`src/rtl/multicycle_ctrl_pkg.sv`:
```
// Shared types and encodings for the multi-cycle CPU main controller.
package multicycle_pkg;

  typedef enum logic [3:0] {
    IDLE    = 4'd0,
    FETCH   = 4'd1,
    DECODE  = 4'd2,
    EXEC_R  = 4'd3,
    EXEC_I  = 4'd4,
    MEMADDR = 4'd5,
    MEM_RD  = 4'd6,
    MEM_WR  = 4'd7,
    BRANCH  = 4'd8,
    JUMP    = 4'd9,
    WB_R    = 4'd10,
    WB_I    = 4'd11,
    WB_MEM  = 4'd12
  } state_e;

  localparam logic [5:0] OP_RTYPE = 6'b000000;
  localparam logic [5:0] OP_ADDI  = 6'b001000;
  localparam logic [5:0] OP_ORI   = 6'b001101;
  localparam logic [5:0] OP_LW    = 6'b100011;
  localparam logic [5:0] OP_SW    = 6'b101011;
  localparam logic [5:0] OP_BEQ   = 6'b000100;
  localparam logic [5:0] OP_J     = 6'b000010;

  localparam logic [2:0] ALUOP_ADD   = 3'b000;
  localparam logic [2:0] ALUOP_SUB   = 3'b001;
  localparam logic [2:0] ALUOP_OR    = 3'b010;
  localparam logic [2:0] ALUOP_FUNCT = 3'b100;

  localparam logic [1:0] SRCB_REGB    = 2'b00;
  localparam logic [1:0] SRCB_FOUR    = 2'b01;
  localparam logic [1:0] SRCB_IMM     = 2'b10;
  localparam logic [1:0] SRCB_IMM_SH2 = 2'b11;

  localparam logic [1:0] PCSRC_ALU    = 2'b00;
  localparam logic [1:0] PCSRC_ALUOUT = 2'b01;
  localparam logic [1:0] PCSRC_JUMP   = 2'b10;

  // Purely state-decoded (Moore) control bundle.
  typedef struct packed {
    logic       mem_req;
    logic       mem_we;
    logic       iord;
    logic       pc_write;
    logic       pc_write_cond;
    logic [1:0] pc_src;
    logic       alu_src_a;
    logic [1:0] alu_src_b;
    logic [2:0] alu_op;
    logic       reg_write;
    logic       reg_dst;
    logic       mem_to_reg;
    logic       done;
  } ctrl_t;

  // Moore controls for a state; op only selects the ALU class in EXEC_I.
  function automatic ctrl_t state_ctrl(state_e s, logic [5:0] op);
    ctrl_t c;
    c = '0;
    case (s)
      FETCH: begin
        c.mem_req   = 1'b1;
        c.alu_src_b = SRCB_FOUR;
        c.alu_op    = ALUOP_ADD;
        c.pc_src    = PCSRC_ALU;
      end
      DECODE: begin
        c.alu_src_b = SRCB_IMM_SH2;
        c.alu_op    = ALUOP_ADD;
      end
      EXEC_R: begin
        c.alu_src_a = 1'b1;
        c.alu_src_b = SRCB_REGB;
        c.alu_op    = ALUOP_FUNCT;
      end
      EXEC_I: begin
        c.alu_src_a = 1'b1;
        c.alu_src_b = SRCB_IMM;
        c.alu_op    = (op == OP_ORI) ? ALUOP_OR : ALUOP_ADD;
      end
      MEMADDR: begin
        c.alu_src_a = 1'b1;
        c.alu_src_b = SRCB_IMM;
        c.alu_op    = ALUOP_ADD;
      end
      BRANCH: begin
        c.alu_src_a     = 1'b1;
        c.alu_src_b     = SRCB_REGB;
        c.alu_op        = ALUOP_SUB;
        c.pc_write_cond = 1'b1;
        c.pc_src        = PCSRC_ALUOUT;
        c.done          = 1'b1;
      end
      JUMP: begin
        c.pc_write = 1'b1;
        c.pc_src   = PCSRC_JUMP;
        c.done     = 1'b1;
      end
      MEM_RD: begin
        c.mem_req = 1'b1;
        c.iord    = 1'b1;
      end
      MEM_WR: begin
        c.mem_req = 1'b1;
        c.mem_we  = 1'b1;
        c.iord    = 1'b1;
      end
      WB_R: begin
        c.reg_write = 1'b1;
        c.reg_dst   = 1'b1;
        c.done      = 1'b1;
      end
      WB_I: begin
        c.reg_write = 1'b1;
        c.done      = 1'b1;
      end
      WB_MEM: begin
        c.reg_write  = 1'b1;
        c.mem_to_reg = 1'b1;
        c.done       = 1'b1;
      end
      default: c = '0;
    endcase
    return c;
  endfunction

endpackage

```
`src/rtl/multicycle_ctrl_if.sv`:
```
// Controller <-> datapath/memory signal bundle.
interface multicycle_ctrl_if;
  logic [5:0] op_i;
  logic       zero_i;
  logic       mem_ready_i;
  logic       mem_req_o;
  logic       mem_we_o;
  logic       iord_o;
  logic       ir_write_o;
  logic       pc_write_o;
  logic       pc_write_cond_o;
  logic [1:0] pc_src_o;
  logic       alu_src_a_o;
  logic [1:0] alu_src_b_o;
  logic [2:0] alu_op_o;
  logic       reg_write_o;
  logic       reg_dst_o;
  logic       mem_to_reg_o;
  logic       instr_done_o;
  logic       illegal_o;
  logic       bus_err_o;
  logic [3:0] state_o;

  modport master (
    input  op_i, zero_i, mem_ready_i,
    output mem_req_o, mem_we_o, iord_o, ir_write_o, pc_write_o, pc_write_cond_o,
           pc_src_o, alu_src_a_o, alu_src_b_o, alu_op_o, reg_write_o, reg_dst_o,
           mem_to_reg_o, instr_done_o, illegal_o, bus_err_o, state_o
  );

  modport slave (
    output op_i, zero_i, mem_ready_i,
    input  mem_req_o, mem_we_o, iord_o, ir_write_o, pc_write_o, pc_write_cond_o,
           pc_src_o, alu_src_a_o, alu_src_b_o, alu_op_o, reg_write_o, reg_dst_o,
           mem_to_reg_o, instr_done_o, illegal_o, bus_err_o, state_o
  );
endinterface

```
`src/rtl/multicycle_ctrl_mem_wait_timer.sv`:
```
// Counts consecutive memory wait cycles; expire_o flags the last allowed one.
module mem_wait_timer #(
  parameter int unsigned TIMEOUT = 255,
  parameter int unsigned CNT_W   = 8
) (
  input  logic clk_i,
  input  logic rst_i,
  input  logic clear_i,
  input  logic en_i,
  output logic expire_o
);

  localparam bit              ENABLED = (TIMEOUT != 0);
  localparam logic [CNT_W-1:0] LAST   = ENABLED ? CNT_W'(TIMEOUT - 1) : '0;

  logic [CNT_W-1:0] cnt_q;
  logic [CNT_W-1:0] cnt_d;

  // Clear has priority so every state change starts a fresh wait window.
  always_comb begin
    cnt_d = cnt_q;
    if (clear_i)   cnt_d = '0;
    else if (en_i) cnt_d = cnt_q + CNT_W'(1);
  end

  // Wait counter register.
  always_ff @(posedge clk_i or negedge rst_i) begin
    if (!rst_i) cnt_q <= '0;
    else        cnt_q <= cnt_d;
  end

  assign expire_o = ENABLED && (cnt_q == LAST);

endmodule

```
`src/rtl/multicycle_ctrl.sv`:
```
// Main control FSM of the multi-cycle MIPS-subset CPU.
module multicycle_ctrl
  import multicycle_pkg::*;
#(
  parameter int unsigned TIMEOUT = 255,
  parameter int unsigned CNT_W   = 8
) (
  input  logic               clk_i,
  input  logic               rst_i,
  multicycle_ctrl_if.master  bus
);

  state_e state_q, state_d;
  ctrl_t  ctrl_q;
  logic   mem_wait, expire, abort, illegal, timer_clr;
  logic   unused_zero;

  // The zero flag is consumed by the PC logic, not by the sequencer.
  assign unused_zero = bus.zero_i;

  assign mem_wait = (state_q inside {FETCH, MEM_RD, MEM_WR}) && !bus.mem_ready_i;

  // Next-state selection; a wait timeout overrides everything and re-fetches.
  always_comb begin
    state_d = state_q;
    illegal = 1'b0;
    abort   = 1'b0;
    case (state_q)
      IDLE:    state_d = FETCH;
      FETCH:   if (bus.mem_ready_i) state_d = DECODE;
      DECODE: begin
        case (bus.op_i)
          OP_RTYPE:        state_d = EXEC_R;
          OP_ADDI, OP_ORI: state_d = EXEC_I;
          OP_LW, OP_SW:    state_d = MEMADDR;
          OP_BEQ:          state_d = BRANCH;
          OP_J:            state_d = JUMP;
          default: begin
            state_d = FETCH;
            illegal = 1'b1;
          end
        endcase
      end
      EXEC_R:  state_d = WB_R;
      EXEC_I:  state_d = WB_I;
      MEMADDR: state_d = (bus.op_i == OP_SW) ? MEM_WR : MEM_RD;
      MEM_RD:  if (bus.mem_ready_i) state_d = WB_MEM;
      MEM_WR:  if (bus.mem_ready_i) state_d = FETCH;
      BRANCH, JUMP, WB_R, WB_I, WB_MEM: state_d = FETCH;
      default: state_d = IDLE;
    endcase
    if (mem_wait && expire) begin
      abort   = 1'b1;
      state_d = FETCH;
    end
  end

  // State plus Moore controls registered from the next state, so the
  // decoded outputs are glitch-free yet still line up with state_q.
  always_ff @(posedge clk_i or negedge rst_i) begin
    if (!rst_i) begin
      state_q <= IDLE;
      ctrl_q  <= '0;
    end else begin
      state_q <= state_d;
      ctrl_q  <= state_ctrl(state_d, bus.op_i);
    end
  end

  // Abort from FETCH loops back to FETCH, so it must clear explicitly.
  assign timer_clr = (state_d != state_q) || abort;

  mem_wait_timer #(
    .TIMEOUT (TIMEOUT),
    .CNT_W   (CNT_W)
  ) u_timer (
    .clk_i    (clk_i),
    .rst_i    (rst_i),
    .clear_i  (timer_clr),
    .en_i     (mem_wait),
    .expire_o (expire)
  );

  assign bus.mem_req_o       = ctrl_q.mem_req;
  assign bus.mem_we_o        = ctrl_q.mem_we;
  assign bus.iord_o          = ctrl_q.iord;
  assign bus.pc_write_cond_o = ctrl_q.pc_write_cond;
  assign bus.pc_src_o        = ctrl_q.pc_src;
  assign bus.alu_src_a_o     = ctrl_q.alu_src_a;
  assign bus.alu_src_b_o     = ctrl_q.alu_src_b;
  assign bus.alu_op_o        = ctrl_q.alu_op;
  assign bus.reg_write_o     = ctrl_q.reg_write;
  assign bus.reg_dst_o       = ctrl_q.reg_dst;
  assign bus.mem_to_reg_o    = ctrl_q.mem_to_reg;
  assign bus.state_o         = state_q;

  // Ready-qualified and pulse outputs follow the live inputs.
  assign bus.ir_write_o   = (state_q == FETCH) && bus.mem_ready_i;
  assign bus.pc_write_o   = ctrl_q.pc_write || ((state_q == FETCH) && bus.mem_ready_i);
  assign bus.instr_done_o = ctrl_q.done || illegal ||
                            ((state_q == MEM_WR) && bus.mem_ready_i);
  assign bus.illegal_o    = illegal;
  assign bus.bus_err_o    = abort;

endmodule

```
`src/flat_wrapper.sv`:
```
// flat-port wrapper written by rule: the top's interface ports become plain ports
module multicycle_ctrl_flat import multicycle_pkg::*;
#(
  parameter int unsigned TIMEOUT = 255,
  parameter int unsigned CNT_W   = 8
)
  (clk_i, rst_i, bus_op_i, bus_zero_i, bus_mem_ready_i, bus_mem_req_o, bus_mem_we_o, bus_iord_o, bus_ir_write_o, bus_pc_write_o, bus_pc_write_cond_o, bus_pc_src_o, bus_alu_src_a_o, bus_alu_src_b_o, bus_alu_op_o, bus_reg_write_o, bus_reg_dst_o, bus_mem_to_reg_o, bus_instr_done_o, bus_illegal_o, bus_bus_err_o, bus_state_o);
  multicycle_ctrl_if bus_i ();
  input  logic clk_i;
  input  logic rst_i;
  input wire logic [$bits(bus_i.op_i)-1:0] bus_op_i;
  input wire logic [$bits(bus_i.zero_i)-1:0] bus_zero_i;
  input wire logic [$bits(bus_i.mem_ready_i)-1:0] bus_mem_ready_i;
  output wire logic [$bits(bus_i.mem_req_o)-1:0] bus_mem_req_o;
  output wire logic [$bits(bus_i.mem_we_o)-1:0] bus_mem_we_o;
  output wire logic [$bits(bus_i.iord_o)-1:0] bus_iord_o;
  output wire logic [$bits(bus_i.ir_write_o)-1:0] bus_ir_write_o;
  output wire logic [$bits(bus_i.pc_write_o)-1:0] bus_pc_write_o;
  output wire logic [$bits(bus_i.pc_write_cond_o)-1:0] bus_pc_write_cond_o;
  output wire logic [$bits(bus_i.pc_src_o)-1:0] bus_pc_src_o;
  output wire logic [$bits(bus_i.alu_src_a_o)-1:0] bus_alu_src_a_o;
  output wire logic [$bits(bus_i.alu_src_b_o)-1:0] bus_alu_src_b_o;
  output wire logic [$bits(bus_i.alu_op_o)-1:0] bus_alu_op_o;
  output wire logic [$bits(bus_i.reg_write_o)-1:0] bus_reg_write_o;
  output wire logic [$bits(bus_i.reg_dst_o)-1:0] bus_reg_dst_o;
  output wire logic [$bits(bus_i.mem_to_reg_o)-1:0] bus_mem_to_reg_o;
  output wire logic [$bits(bus_i.instr_done_o)-1:0] bus_instr_done_o;
  output wire logic [$bits(bus_i.illegal_o)-1:0] bus_illegal_o;
  output wire logic [$bits(bus_i.bus_err_o)-1:0] bus_bus_err_o;
  output wire logic [$bits(bus_i.state_o)-1:0] bus_state_o;
  assign bus_i.op_i = bus_op_i;
  assign bus_i.zero_i = bus_zero_i;
  assign bus_i.mem_ready_i = bus_mem_ready_i;
  assign bus_mem_req_o = bus_i.mem_req_o;
  assign bus_mem_we_o = bus_i.mem_we_o;
  assign bus_iord_o = bus_i.iord_o;
  assign bus_ir_write_o = bus_i.ir_write_o;
  assign bus_pc_write_o = bus_i.pc_write_o;
  assign bus_pc_write_cond_o = bus_i.pc_write_cond_o;
  assign bus_pc_src_o = bus_i.pc_src_o;
  assign bus_alu_src_a_o = bus_i.alu_src_a_o;
  assign bus_alu_src_b_o = bus_i.alu_src_b_o;
  assign bus_alu_op_o = bus_i.alu_op_o;
  assign bus_reg_write_o = bus_i.reg_write_o;
  assign bus_reg_dst_o = bus_i.reg_dst_o;
  assign bus_mem_to_reg_o = bus_i.mem_to_reg_o;
  assign bus_instr_done_o = bus_i.instr_done_o;
  assign bus_illegal_o = bus_i.illegal_o;
  assign bus_bus_err_o = bus_i.bus_err_o;
  assign bus_state_o = bus_i.state_o;
  multicycle_ctrl #(.TIMEOUT(TIMEOUT), .CNT_W(CNT_W)) u_core (.clk_i(clk_i), .rst_i(rst_i), .bus(bus_i));
endmodule
```
`config.mk`:
```
export PLATFORM = sky130hd
export DESIGN_NAME = multicycle_ctrl_flat
export DESIGN_NICKNAME = d
export VERILOG_FILES = /design/src/rtl/multicycle_ctrl_pkg.sv /design/src/rtl/multicycle_ctrl_if.sv /design/src/rtl/multicycle_ctrl_mem_wait_timer.sv /design/src/rtl/multicycle_ctrl.sv /design/src/flat_wrapper.sv
export SDC_FILE = /design/constraint.sdc
export NUM_CORES = 1
export LEC_CHECK = 0
export ABC_CLOCK_PERIOD_IN_PS = 2300
export BUFFER_PORTS_ARGS = -buffer_cell sky130_fd_sc_hd__buf_2
export CAP_MARGIN = 10
export CORE_MARGIN = 4
export CORE_UTILIZATION = 34
export DETAILED_ROUTE_END_ITERATION = 6
export HOLD_SLACK_MARGIN = 0.12
export PLACE_DENSITY_LB_ADDON = 0.25
export SKIP_LAST_GASP = 1
export SYNTH_ARGS = -nofsm -noshare
export SYNTH_HDL_FRONTEND = slang
export SYNTH_SLANG_ARGS = --single-unit
```
`constraint.sdc`:
```
create_clock -name clk_i -period 2.3 [get_ports clk_i]
set_clock_uncertainty 0.1 [all_clocks]
set_input_delay 0 -clock clk_i [delete_from_list [all_inputs] [get_ports clk_i]]
set_output_delay 0 -clock clk_i [all_outputs]
set_load 0.02 [all_outputs]
```
Word level (Yosys, flattened, before mapping):

Index checks and enable logic that the tools add are counted.

* register bits: 29
* word-level logic and storage cells: 95

* add/sub/neg operators: 1
* eq/ne operators: 32
* multiplexer cells: 25
* reduce and logical (&&, ||, !) cells: 22

Operators with widths (count)
* equality test 4 bit, second input constant: 10
* equality test 4 x 3 -> 1 bit, second input constant: 8
* one-hot mux 4 bit (8 select lines): 1
* one-hot mux 5 bit (6 select lines): 1
* one-hot mux 4 bit (5 select lines): 1
* equality test 4 x 2 -> 1 bit, second input constant: 4
* two-way mux 4 bit: 4
* two-way mux 8 bit: 2
* two-way mux 1 bit: 14
* equality test 6 x 4 -> 1 bit, second input constant: 2
* equality test 6 bit, second input constant: 2
* adder 8 x 1 -> 8 bit, second input constant: 1
* equality test 4 x 1 -> 1 bit, second input constant: 2
* equality test 8 bit, second input constant: 1
* OR reduction 7 bit: 1
* equality test 6 x 2 -> 1 bit, second input constant: 1
* equality test 6 x 3 -> 1 bit, second input constant: 1
* logical NOT 6 bit: 1
* OR reduction 2 bit: 3
* OR reduction 3 bit: 2
* OR reduction 6 bit: 1
* OR reduction 5 bit: 1
* logical AND 1 bit: 4
* logical NOT 4 bit: 1
* other kinds (8): 11

Depth between registers and ports, before layout:

Gate-level depths: netlist of the first run.

* depth after elaboration: 8
* depth in mapped cells: 7
* mapped depth without buffers: 6

Cells and area by module:

Synthesis of the first run repeated with hierarchy kept, for this count alone.

* cell total of the unflattened synthesis: 163
* area total of the unflattened synthesis: 1574.0 um^2

Modules (own cells, without submodules)
* multicycle_ctrl: instances 1, cells each 122, area an instance 1163.6 um^2
* mem_wait_timer: instances 1, cells each 41, area an instance 410.4 um^2

Least setup slack after synthesis of the first run:

No wires, ideal clock.

* kind: register -> register
* start: register u_core.state_q[3] (netlist: u_core.bus.state_o[3])
* end: register u_core.ctrl_q, in the netlist u_core.bus.alu_src_b_o[0]
* library setup time: 103 ps
* arrival time: 1948 ps
* required time: 2097 ps
* slack: 148 ps
* cell stages (with the launch flop): 8
* buffers on the path: 1
* period minus slack after synthesis: 2152 ps
* cell sequence: dfrtp_1 -> buf_4 -> or3b_1 -> a211oi_2 -> nand4_1 -> inv_1 -> nor3b_1 -> o41ai_2

* cells in the longest elaborated chain, start to end: 7
* elaborated cells on any way between the ends: 29
* classes of those cells: 18 x eq/ne; 6 x mux; 5 x reduce/logical

Ends and longest elaborated chain
* start: declaration: RTL line multicycle_ctrl.sv:13 `state_e state_q, state_d;`
* start signal: assignment: RTL line multicycle_ctrl.sv:65 `state_q <= state_d;`
* parallel branches: the longest is 4 deep, another holds one-hot mux 4 bit (8 select lines)
* two-way mux 4 bit (*): RTL line multicycle_ctrl.sv:52 `if (mem_wait && expire) begin`
* via u_core.state_d[2]: RTL line multicycle_ctrl.sv:13
* equality test 4 bit (tied with other cells): RTL line multicycle_ctrl_pkg.sv:63 `case (s)`
* one-hot mux 5 bit (6 select lines) (*): RTL line multicycle_ctrl_pkg.sv:63
* end signal: assignment: RTL line multicycle_ctrl.sv:66 `ctrl_q <= state_ctrl(state_d, bus.op_i);`
* end: declaration: RTL line multicycle_ctrl.sv:14 `ctrl_t ctrl_q;`

Mark *: on every way through the listed nets, which the timed path passes.
A chain may end at the register's enable or synchronous reset.

Worst setup path after layout of the first run:

* start: input port bus_op_i[0]
* end: register u_core.ctrl_q, in the netlist u_core.bus.alu_op_o[2]

* cells in the longest elaborated chain, start to end: 7
* elaborated cells on any way between the ends: 20
* classes of those cells: 12 x eq/ne; 5 x mux; 3 x reduce/logical

Ends and longest elaborated chain
* start: declaration: RTL line flat_wrapper.sv:11 `input wire logic [$bits(bus_i.op_i)-1:0] bus_op_i;`
* equality test 6 bit (tied with other cells): RTL line multicycle_ctrl.sv:32 `case (bus.op_i)`
* OR reduction 2 bit: RTL line multicycle_ctrl.sv:32
* one-hot mux 4 bit (5 select lines): RTL line multicycle_ctrl.sv:32
* one-hot mux 4 bit (8 select lines) (*): RTL line multicycle_ctrl.sv:28 `case (state_q)`
* two-way mux 4 bit (*): RTL line multicycle_ctrl.sv:52
* equality test 4 bit (tied with other cells): RTL line multicycle_ctrl_pkg.sv:63
* one-hot mux 5 bit (6 select lines) (*): RTL line multicycle_ctrl_pkg.sv:63

Every way passes the cells marked *; elsewhere a longest branch is shown, timed or not.

==> results of run 1 <==
[sequential cells by signal, indices dropped and copies added, names as in the netlist]
name	count
u_core.ctrl_q	2
u_core.bus.state_o	4
u_core.bus.reg_dst_o	1
u_core.bus.alu_src_b_o	2
u_core.bus.mem_req_o	1
u_core.bus.reg_write_o	1
u_core.bus.alu_op_o	3
u_core.bus.mem_we_o	1
u_core.bus.iord_o	1
u_core.bus.pc_write_cond_o	1
u_core.bus.mem_to_reg_o	1
u_core.bus.alu_src_a_o	1
u_core.u_timer.cnt_q	8
[power by group]
part	switching [mW]	internal (mW)	total [mW]
Clock	0.149	0.123	0.272
Combinational	0.728	0.475	1.20
Sequential	0.0802	0.575	0.655
Total	0.957	1.17	2.13
[per-layer routing]
metal	wire (um)	vias to the layer above	GRT usage, %
met3	128	7	3.04
met1	1720	659	17.1
met5	0	-	0
met2	1820	26	22.9
li1	-	697	-
met4	59	0	4.27
[worst max-delay path: stages]
cell and delay, ps:
dlygate4sd3_1 530, buf_2 170, nor3_4 230, dlygate4sd3_1 570, nand3_1 100, dlygate4sd3_1 590, inv_1 50
[final cells by class]
class,instances,area (um2)
Sequential cell,27,676
Tap cell,52,65.1
Clock buffer,3,41.3
Inverter,7,26.3
Multi-Input combinational cell,119,845
Timing Repair Buffer,53,340
Clock inverter,1,7.51
Fill cell,437,2500
[kinds of logic after synthesis]
kind of cell	share of synthesized area (%)
adders and majority gates	1.53
DFF	41.4
buffers and inverters	7.29
AOI/OAI and AO/OA	21.5
xor gates and xnor gates	4.84
and+or+nand+nor	23.4
[cells in the mapped netlist, drive strengths merged (2+ instances only)]
cell type  number  area [um2]
o221ai          2        17.5
a211oi          4        47.5
o21a            2        15.0
a2111oi         9         104
or3b            3        28.8
inv             7        26.3
nand3           3        15.0
clkbuf          2        7.51
nor3           11        65.1
dfrtp          27         676
nand2b          6        37.5
nand4           5        31.3
and2            2        15.0
nand2          16        60.1
nor2            7        26.3
ha              2        25.0
buf            13        85.1
o21ai           7        35.0
nor3b           3        22.5
and3            2        12.5
a211o           2        17.5
a21boi          2        15.0
xor2            6        52.6
nor2b           2        12.5
xnor2           3        26.3
a21oi           5        25.0
[how the worst min path moves through the flow]
| stage | cells after the start | from | end | slack [ps] |
|---|---|---|---|---|
| after floorplan | 0 | rst_i | u_core.bus.alu_op_o[0] | -400 |
| after global placement | 1 | rst_i | u_core.bus.alu_op_o[1] | -50 |
| after detailed placement | 1 | rst_i | u_core.bus.alu_op_o[1] | -50 |
| after CTS | 4 | bus_op_i[3] | u_core.bus.alu_src_a_o | 130 |
| after global routing | 5 | bus_op_i[1] | u_core.bus.alu_src_b_o[1] | 190 |
| final | 4 | bus_op_i[3] | u_core.bus.alu_src_a_o | 140 |
[timing repair]
action / in CTS / in global routing
endpoints found under the setup margin: 0 / 3
gates resized for setup: 0 / 2
hold buffers: 9 / 0
hold endpoints to repair: 31 / 0
==> qor.yml, run 1 <==
routed_wirelength_um: 3730
drv_cap: 0
ys_types: 53
setup_tns_ps: 0
start_util_pct: 36.2
reg2reg_slack_ps: 170
dp_hpwl_um: 2780
cts_tree: "built"
slew_headroom_pct: 59.1
area_growth_syn_to_layout_pct: 22.7
critPathLaunchType: "input port"
vias: 1389
num_antenna_cells: 0
clock_latency_ps: 270
report.final.hold_viol_count: 0
antenna_found_initial: 0
ant_nets: 0
grt_pass1_vias: 1394
drive_above_1_share_pct: 30.5
fin_util_pct: 44.4
grt_overflow: 0
crit_path_end_kind: "register"
post-route-min-period_ps: 2130
postCtsSetupRepairBufs: 0
root_buffer: "clkbuf_8"
place_congestion: 0.825
dp_cells: 249
syn_inst: 168
core_area_um2: 4500
final_common_cell: "buf_2"
drtPass1Iterations: 4
critPathArrivalTime_ps: 2260
die_area_um2: 5970
power_leakage_nw: 0.915
rsz0062_at_grt: "true"
tightest_slew_ps: 613
setup-violations-final: 0
regToRegStartpoint: "u_core.bus.state_o[1]"
port_buffers: 32
fin_area_um2: 2000
yosysSeqAreaShare_pct: 41.4
die_w_um: 77.2
setup_slack_ps: 166
finalMaxSlewViolations: 0
via_per_inst: 5.30
critical_path.max_fanout: 8
syn_nets: 180
synth.avg_cell_area_um2: 9.70
synth-async-reset-ratio_pct: 100
num_io_pins: 34
layout_worst_path_cycle_share_pct: 92.8
crit_end: "u_core.bus.alu_op_o[2]"
max_freq_ghz: 0.469
worstPathRequired_ps: 2420
power_mw: 2.13
hold_class: "input port to register"
clockBufferDepth: 2
startpoint: "bus_op_i[0]"
cts_buffers: 3
row_count: 24
htree_levels: 1
synth_edf_count: 0
r2r_cells: 5
cts_sinks: 27
chipHeight_um: 77.2
syn_area_um2: 1630
wl_per_cell_um: 14.2
yosysWarningCount: 0
instances_no_fill: 262
place_ws_ps: 165
grt_pass1_wl_um: 6570
fin_nets: 223
status: "complete, no violations"
grt.total_usage_pct: 13.6
drtIter0Drc: 85
holdWs_ps: 143
grt_max_degree: 28
power.density_nw_per_um2: 1060
clk_pin_slew_ps: 90
synth_ff_type: "dfrtp_1"
final_cell_mix: "buf_2, dfrtp_1, nand2_1, buf_4"
ir_drop_mv: 0.448
drc_errors: 0
synth_seq_cells: 27
crit_type: "input port to register"
placed_cell_area_um2: 1850
r2r-end: "u_core.bus.alu_src_b_o[0]"
No activity file was read; power rests on OpenSTA's default activity.
==> run 2: changes to the inputs <==
Settings changed: ABC_CLOCK_PERIOD_IN_PS 2300 to 2600, BUFFER_PORTS_ARGS -buffer_cell sky130_fd_sc_hd__buf_2 to -buffer_cell sky130_fd_sc_hd__buf_4.
Clock period 2.3 ns to 2.6 ns, I/O delays scaled along.
==> run 2 against run 1 <==
  * Sequential power shrank 9.0%
  * Flip-flop and latch count unchanged
  * Total power down 10%
  * Clock-buffer cell count unchanged
  * Non-clock buffer count fell by 5
==> qor.yml, run 2 (same netlist as run 1, synthesis figures left out) <==
worstPathRequired_ps: 2650  # was 2420 ps
grt_overflow: 0  # unchanged
cts_buffers: 3  # unchanged
placed_cell_area_um2: 1870  # was 1850 um2
chipHeight_um: 77.2  # unchanged
drtIter0Drc: 142  # was 85
antenna_found_initial: 0  # unchanged
crit_path_end_kind: "register"  # unchanged
grt_pass1_vias: 1442  # was 1394
clockBufferDepth: 2  # unchanged
fin_area_um2: 2060  # was 2000 um2
power.density_nw_per_um2: 928  # was 1060 nW/um2
num_antenna_cells: 0  # unchanged
final_common_cell: "buf_4"  # was buf_2
cts_sinks: 27  # unchanged
ant_nets: 0  # unchanged
max_freq_ghz: 0.417
clk_pin_slew_ps: 100  # was 90 ps
largest-register: "u_core.u_timer.cnt_q"  # unchanged
largest_register_ff_count: 8  # unchanged
drv_cap: 0  # unchanged
drtPass1Iterations: 4  # unchanged
grt_pass1_wl_um: 6910  # was 6570 um
grt_max_degree: 28  # unchanged
fin_nets: 218  # was 223
power_leakage_nw: 0.902  # was 0.915 nW
row_count: 24  # unchanged
tightest_slew_ps: 489  # was 613 ps
slew_headroom_pct: 67.3  # was 59.1%
report.final.hold_viol_count: 0  # unchanged
grt.total_usage_pct: 14.2  # was 13.6%
cts_tree: "built"  # unchanged
layout_worst_path_cycle_share_pct: 92.2
routed_wirelength_um: 4050  # was 3730 um
num_io_pins: 34  # unchanged
setup-violations-final: 0  # unchanged
place_congestion: 0.871  # was 0.825
power_mw: 1.91  # was 2.13 mW
wl_per_cell_um: 15.8  # was 14.2 um
finalMaxSlewViolations: 0  # unchanged
status: "complete, no violations"  # unchanged
crit_type: "input port to register"  # unchanged
start_util_pct: 36.2  # unchanged
setup_tns_ps: 0  # unchanged
critPathLaunchType: "input port"  # unchanged
clock_latency_ps: 280  # was 270 ps
vias: 1420  # was 1389
port_buffers: 32  # unchanged
root_buffer: "clkbuf_8"  # unchanged
rsz0062_at_grt: "false"  # was true
via_per_inst: 5.53  # was 5.30
die_w_um: 77.2  # unchanged
dp_hpwl_um: 2970  # was 2780 um
post-route-min-period_ps: 2400
hold_class: "input port to register"  # unchanged
core_area_um2: 4500  # unchanged
instances_no_fill: 257  # was 262
ir_drop_mv: 0.501  # was 0.448 mV
critPathArrivalTime_ps: 2440  # was 2260 ps
htree_levels: 1  # unchanged
nFillCells: 434  # was 437
die_area_um2: 5970  # unchanged
dp_cells: 241  # was 249
drive_above_1_share_pct: 28.3  # was 30.5%
final_cell_mix: "buf_4, dfrtp_1, nand2_1, dlygate4sd3_1, nor3_1"  # was buf_2, dfrtp_1, nand2_1, buf_4
drc_errors: 0  # unchanged
area_growth_syn_to_layout_pct: 26.1  # was 22.7%
critical_path.max_fanout: 8  # unchanged
## run 2: routing by layer
metal	vias to the layer above	GRT usage [%]	wire length [um]
li1	686	-	-
met1	696	16.4	1620
met2	34	25.3	2200
met3	4	3.40	191
met4	0	4.98	48
met5	-	0	0
## run 2: where the power goes
group	total (mW)	switching (mW)	leakage, nW	internal [mW]
Clock	0.244	0.136	0.0217	0.109
Sequential	0.596	0.0874	0.365	0.508
Combinational	1.07	0.647	0.515	0.420
## run 2: timing repair
action	in CTS	in global routing
endpoints found under the setup margin	0	8
hold buffers	11	0
setup buffers	0	1
hold endpoints to repair	33	0
gates resized for setup	0	1
## run 2: worst paths after layout
| path | from | endpoint | slack [ps] | cells past startpoint |
|---|---|---|---|---|
| max | bus_op_i[0] | u_core.u_timer.cnt_q[6] | 200 | 8 |
| min | bus_op_i[2] | u_core.bus.alu_src_b_o[1] | 150 | 5 |
| max reg2reg | u_core.bus.state_o[0] | u_core.u_timer.cnt_q[3] | 250 | 5 |
| min reg2reg | u_core.u_timer.cnt_q[7] | u_core.u_timer.cnt_q[7] | 520 | 2 |
| max in group asynchronous | rst_i | u_core.u_timer.cnt_q[7] | 1610 | 4 |
| min in group asynchronous | rst_i | u_core.bus.alu_op_o[1] | 620 | 4 |
## run 2: critical path: stages
cell	delay (ps)
dlygate4sd3_1	530
buf_4	150
nor3_2	60
dlygate4sd3_1	580
nand2_1	70
a21bo_2	160
nand4_1	390
a2111oi_1	500
## run 2: cell type report
| cell class | instances | area [um2] | area share [%] |
|---|---|---|---|
| clock buffer | 3 | 41.3 | 2.01 |
| clock inverter | 1 | 7.51 | 0.365 |
| timing repair buffer | 48 | 398 | 19.4 |
| sequential | 27 | 676 | 32.9 |
| tap | 52 | 65.1 | 3.16 |
| inverter | 7 | 26.3 | 1.28 |
| multi-input combinational | 119 | 842 | 41.0 |
## run 2: stage by stage
stage	hold WS, ps	worst slack [ps]	utilization, %
2_1_floorplan	-396	448	-
3_3_place_gp	-173	304	41.6
3_5_place_dp	-162	239	41.6
4_1_cts	135	186	45.3
5_1_grt	165	89.9	45.6
6_report	146	203	45.6
==> run 3: changes to the inputs <==
Settings changed: PLACE_DENSITY set to 0.61, PLACE_DENSITY_LB_ADDON 0.25 to not set.
==> run 3 against run 2 <==
  * Sequential share of layout area increased by 0.14 points
  * Highest routed layer unchanged
  * Fmax increased by 6.1%
  * Sequential power increased by 2%
  * Global-route usage decreased by 1.0 points
  * Hold slack got worse by 2.5 ps
  * Clock-buffer cell count unchanged
  * Final cell count unchanged
  * Routed wire length decreased by 10%
  * Register-to-register slack improved by 90 ps
  * Combinational power about the same
  * Worst setup slack improved by 140 ps
  * Via count decreased by 2.5%
==> qor.yml, run 3 (same netlist as run 1, synthesis figures left out) <==
crit_path_end_kind: "register"  # unchanged
dp_hpwl_um: 2670  # was 2970 um
setup-violations-final: 0  # unchanged
grt_max_degree: 28  # unchanged
wl_per_cell_um: 14.2  # was 15.8 um
grt_pass1_wl_um: 6470  # was 6910 um
switching_share_pct: 44.5  # was 45.6%
drive_above_1_share_pct: 28.3  # unchanged
place_congestion: 0.811  # was 0.871
drtPass1Iterations: 4  # unchanged
num_antenna_cells: 0  # unchanged
crit_chain: "or3b_4, a211oi_2, nand4_1, inv_1, nor3b_1, o41ai_2"  # was dlygate4sd3_1, buf_4, nor3_2, dlygate4sd3_1, nand2_1, a21bo_2, nand4_1, a2111oi_1
ctsResizeCount: 0  # unchanged
power.density_nw_per_um2: 921  # was 928 nW/um2
clock_latency_ps: 270  # was 280 ps
p_int_mw: 1.05  # was 1.04 mW
dp_cells: 243  # was 241
switching_power_mw: 0.839  # was 0.870 mW
rsz0062_at_grt: "false"  # unchanged
setup_tns_ps: 0  # unchanged
vias: 1385  # was 1420
start_util_pct: 36.2  # unchanged
grt.total_usage_pct: 13.2  # was 14.2%
final_cell_mix: "buf_4, dfrtp_1, nand2_1, nor3_1, dlygate4sd3_1"  # was buf_4, dfrtp_1, nand2_1, dlygate4sd3_1, nor3_1
htree_levels: 1  # unchanged
power_mw: 1.89  # was 1.91 mW
area_growth_syn_to_layout_pct: 25.6  # was 26.1%
cts_sinks: 27  # unchanged
layout_worst_path_cycle_share_pct: 86.9  # was 92.2%
ir_drop_mv: 0.452  # was 0.501 mV
clockBufferDepth: 2  # unchanged
fin_util_pct: 45.4  # was 45.6%
via_per_inst: 5.39  # was 5.53
p_clk_share_pct: 12.6  # was 12.8%
critical_path.max_fanout: 11  # was 8
row_count: 24  # unchanged
final_common_cell: "buf_4"  # unchanged
max_freq_ghz: 0.443  # was 0.417 GHz
largest_register_ff_count: 8  # unchanged
drc_errors: 0  # unchanged
post-route-min-period_ps: 2260  # was 2400 ps
ant_nets: 0  # unchanged
routed_wirelength_um: 3650  # was 4050 um
slowest_delay_ps: 560  # was 580 ps
status: "complete, no violations"  # unchanged
seqPwrFrac_pct: 32.3  # was 31.2%
finalMaxSlewViolations: 0  # unchanged
port_buffers: 32  # unchanged
root_buffer: "clkbuf_8"  # unchanged
cpMaxStageDelayCell: "dfrtp_1"  # was dlygate4sd3_1
comb_power_share_pct: 55.2  # was 56.0%
placed_cell_area_um2: 1890  # was 1870 um2
core_area_um2: 4500  # unchanged
num_io_pins: 34  # unchanged
cts_tree: "built"  # unchanged
worstPathRequired_ps: 2670  # was 2650 ps
die_w_um: 77.2  # unchanged
fin_area_um2: 2050  # was 2060 um2
slew_headroom_pct: 70.8  # was 67.3%
clk_pin_slew_ps: 90  # was 100 ps
antenna_found_initial: 0  # unchanged
cts_buffers: 3  # unchanged
grt_overflow: 0  # unchanged
crit_type: "register to register"  # was input port to register
largest-register: "u_core.u_timer.cnt_q"  # unchanged
critPathLaunchType: "register"  # was input port
whs_path_depth: 5  # unchanged
grt_pass1_vias: 1347  # was 1442
power_leakage_nw: 0.902  # about the same
chipHeight_um: 77.2  # unchanged
report.final.hold_viol_count: 0  # unchanged
hold_class: "input port to register"  # unchanged
instances_no_fill: 257  # unchanged
drtIter0Drc: 147  # was 142
critPathArrivalTime_ps: 2320  # was 2440 ps
drv_cap: 0  # unchanged
tightest_slew_ps: 435  # was 489 ps
die_area_um2: 5970  # unchanged
r2r_cells: 6  # was 5
fin_nets: 218  # unchanged
## run 3: worst paths after layout
path / startpoint / endpoint / slack (ps)
max in group asynchronous: rst_i / u_core.bus.state_o[2] / 1610
setup / recovery: u_core.bus.state_o[0] / u_core.bus.alu_src_b_o[0] / 340
hold / removal: bus_op_i[2] / u_core.bus.alu_src_b_o[1] / 140
hold reg to reg: u_core.u_timer.cnt_q[7] / u_core.u_timer.cnt_q[7] / 530
min in group asynchronous: rst_i / u_core.bus.alu_op_o[1] / 620
setup reg to reg: u_core.bus.state_o[0] / u_core.bus.alu_src_b_o[0] / 340
## run 3: power groups by stage
| stage | clock (mW) | sequential (mW) | combinational, mW |
|---|---|---|---|
| floorplan | 0 | 0.628 | 0.685 |
| global placement | 0 | 0.617 | 1.03 |
| detailed placement | 0 | 0.615 | 1.03 |
| CTS | 0.248 | 0.607 | 1.05 |
| global route | 0.261 | 0.627 | 1.14 |
| finish | 0.237 | 0.608 | 1.04 |
## run 3: worst max-delay path: cells and delay by family, from the launching register on
kind	cells	cell delay, ps
flops	1	560
compound gates	2	610
simple gates	3	760
buf+inv	1	130
## run 3: layout make-up
type / count / area (um2)
clock buffer: 3 / 41.3
clock inverter: 1 / 7.51
fill: 451 / 2460
inverter: 7 / 26.3
multi-input combinational: 119 / 836
sequential: 27 / 676
tap: 52 / 65.1
timing repair buffer: 48 / 395
## run 3: per-stage QoR
step           hold slack (ps)  worst slack [ps]
3_3_place_gp              -168               363
3_5_place_dp              -168               330
6_report                   144               342
2_1_floorplan             -396               448
4_1_cts                    139               306
5_1_grt                    194              97.6
## run 3: timing repair
| item | in CTS | in global routing |
|---|---|---|
| hold buffers | 10 | 0 |
| hold endpoints to repair | 33 | 0 |
| buffers inserted | 0 | 0 |
## run 3: routing by layer
layer / track usage (%) / part of all wire, % / vias to the layer above
li1: - / - / 683
met1: 17.9 / 47 / 677
met2: 21.1 / 48 / 19
met3: 3.04 / 3.6 / 6
met4: 3.20 / 1.2 / 0
met5: 0 / 0 / -
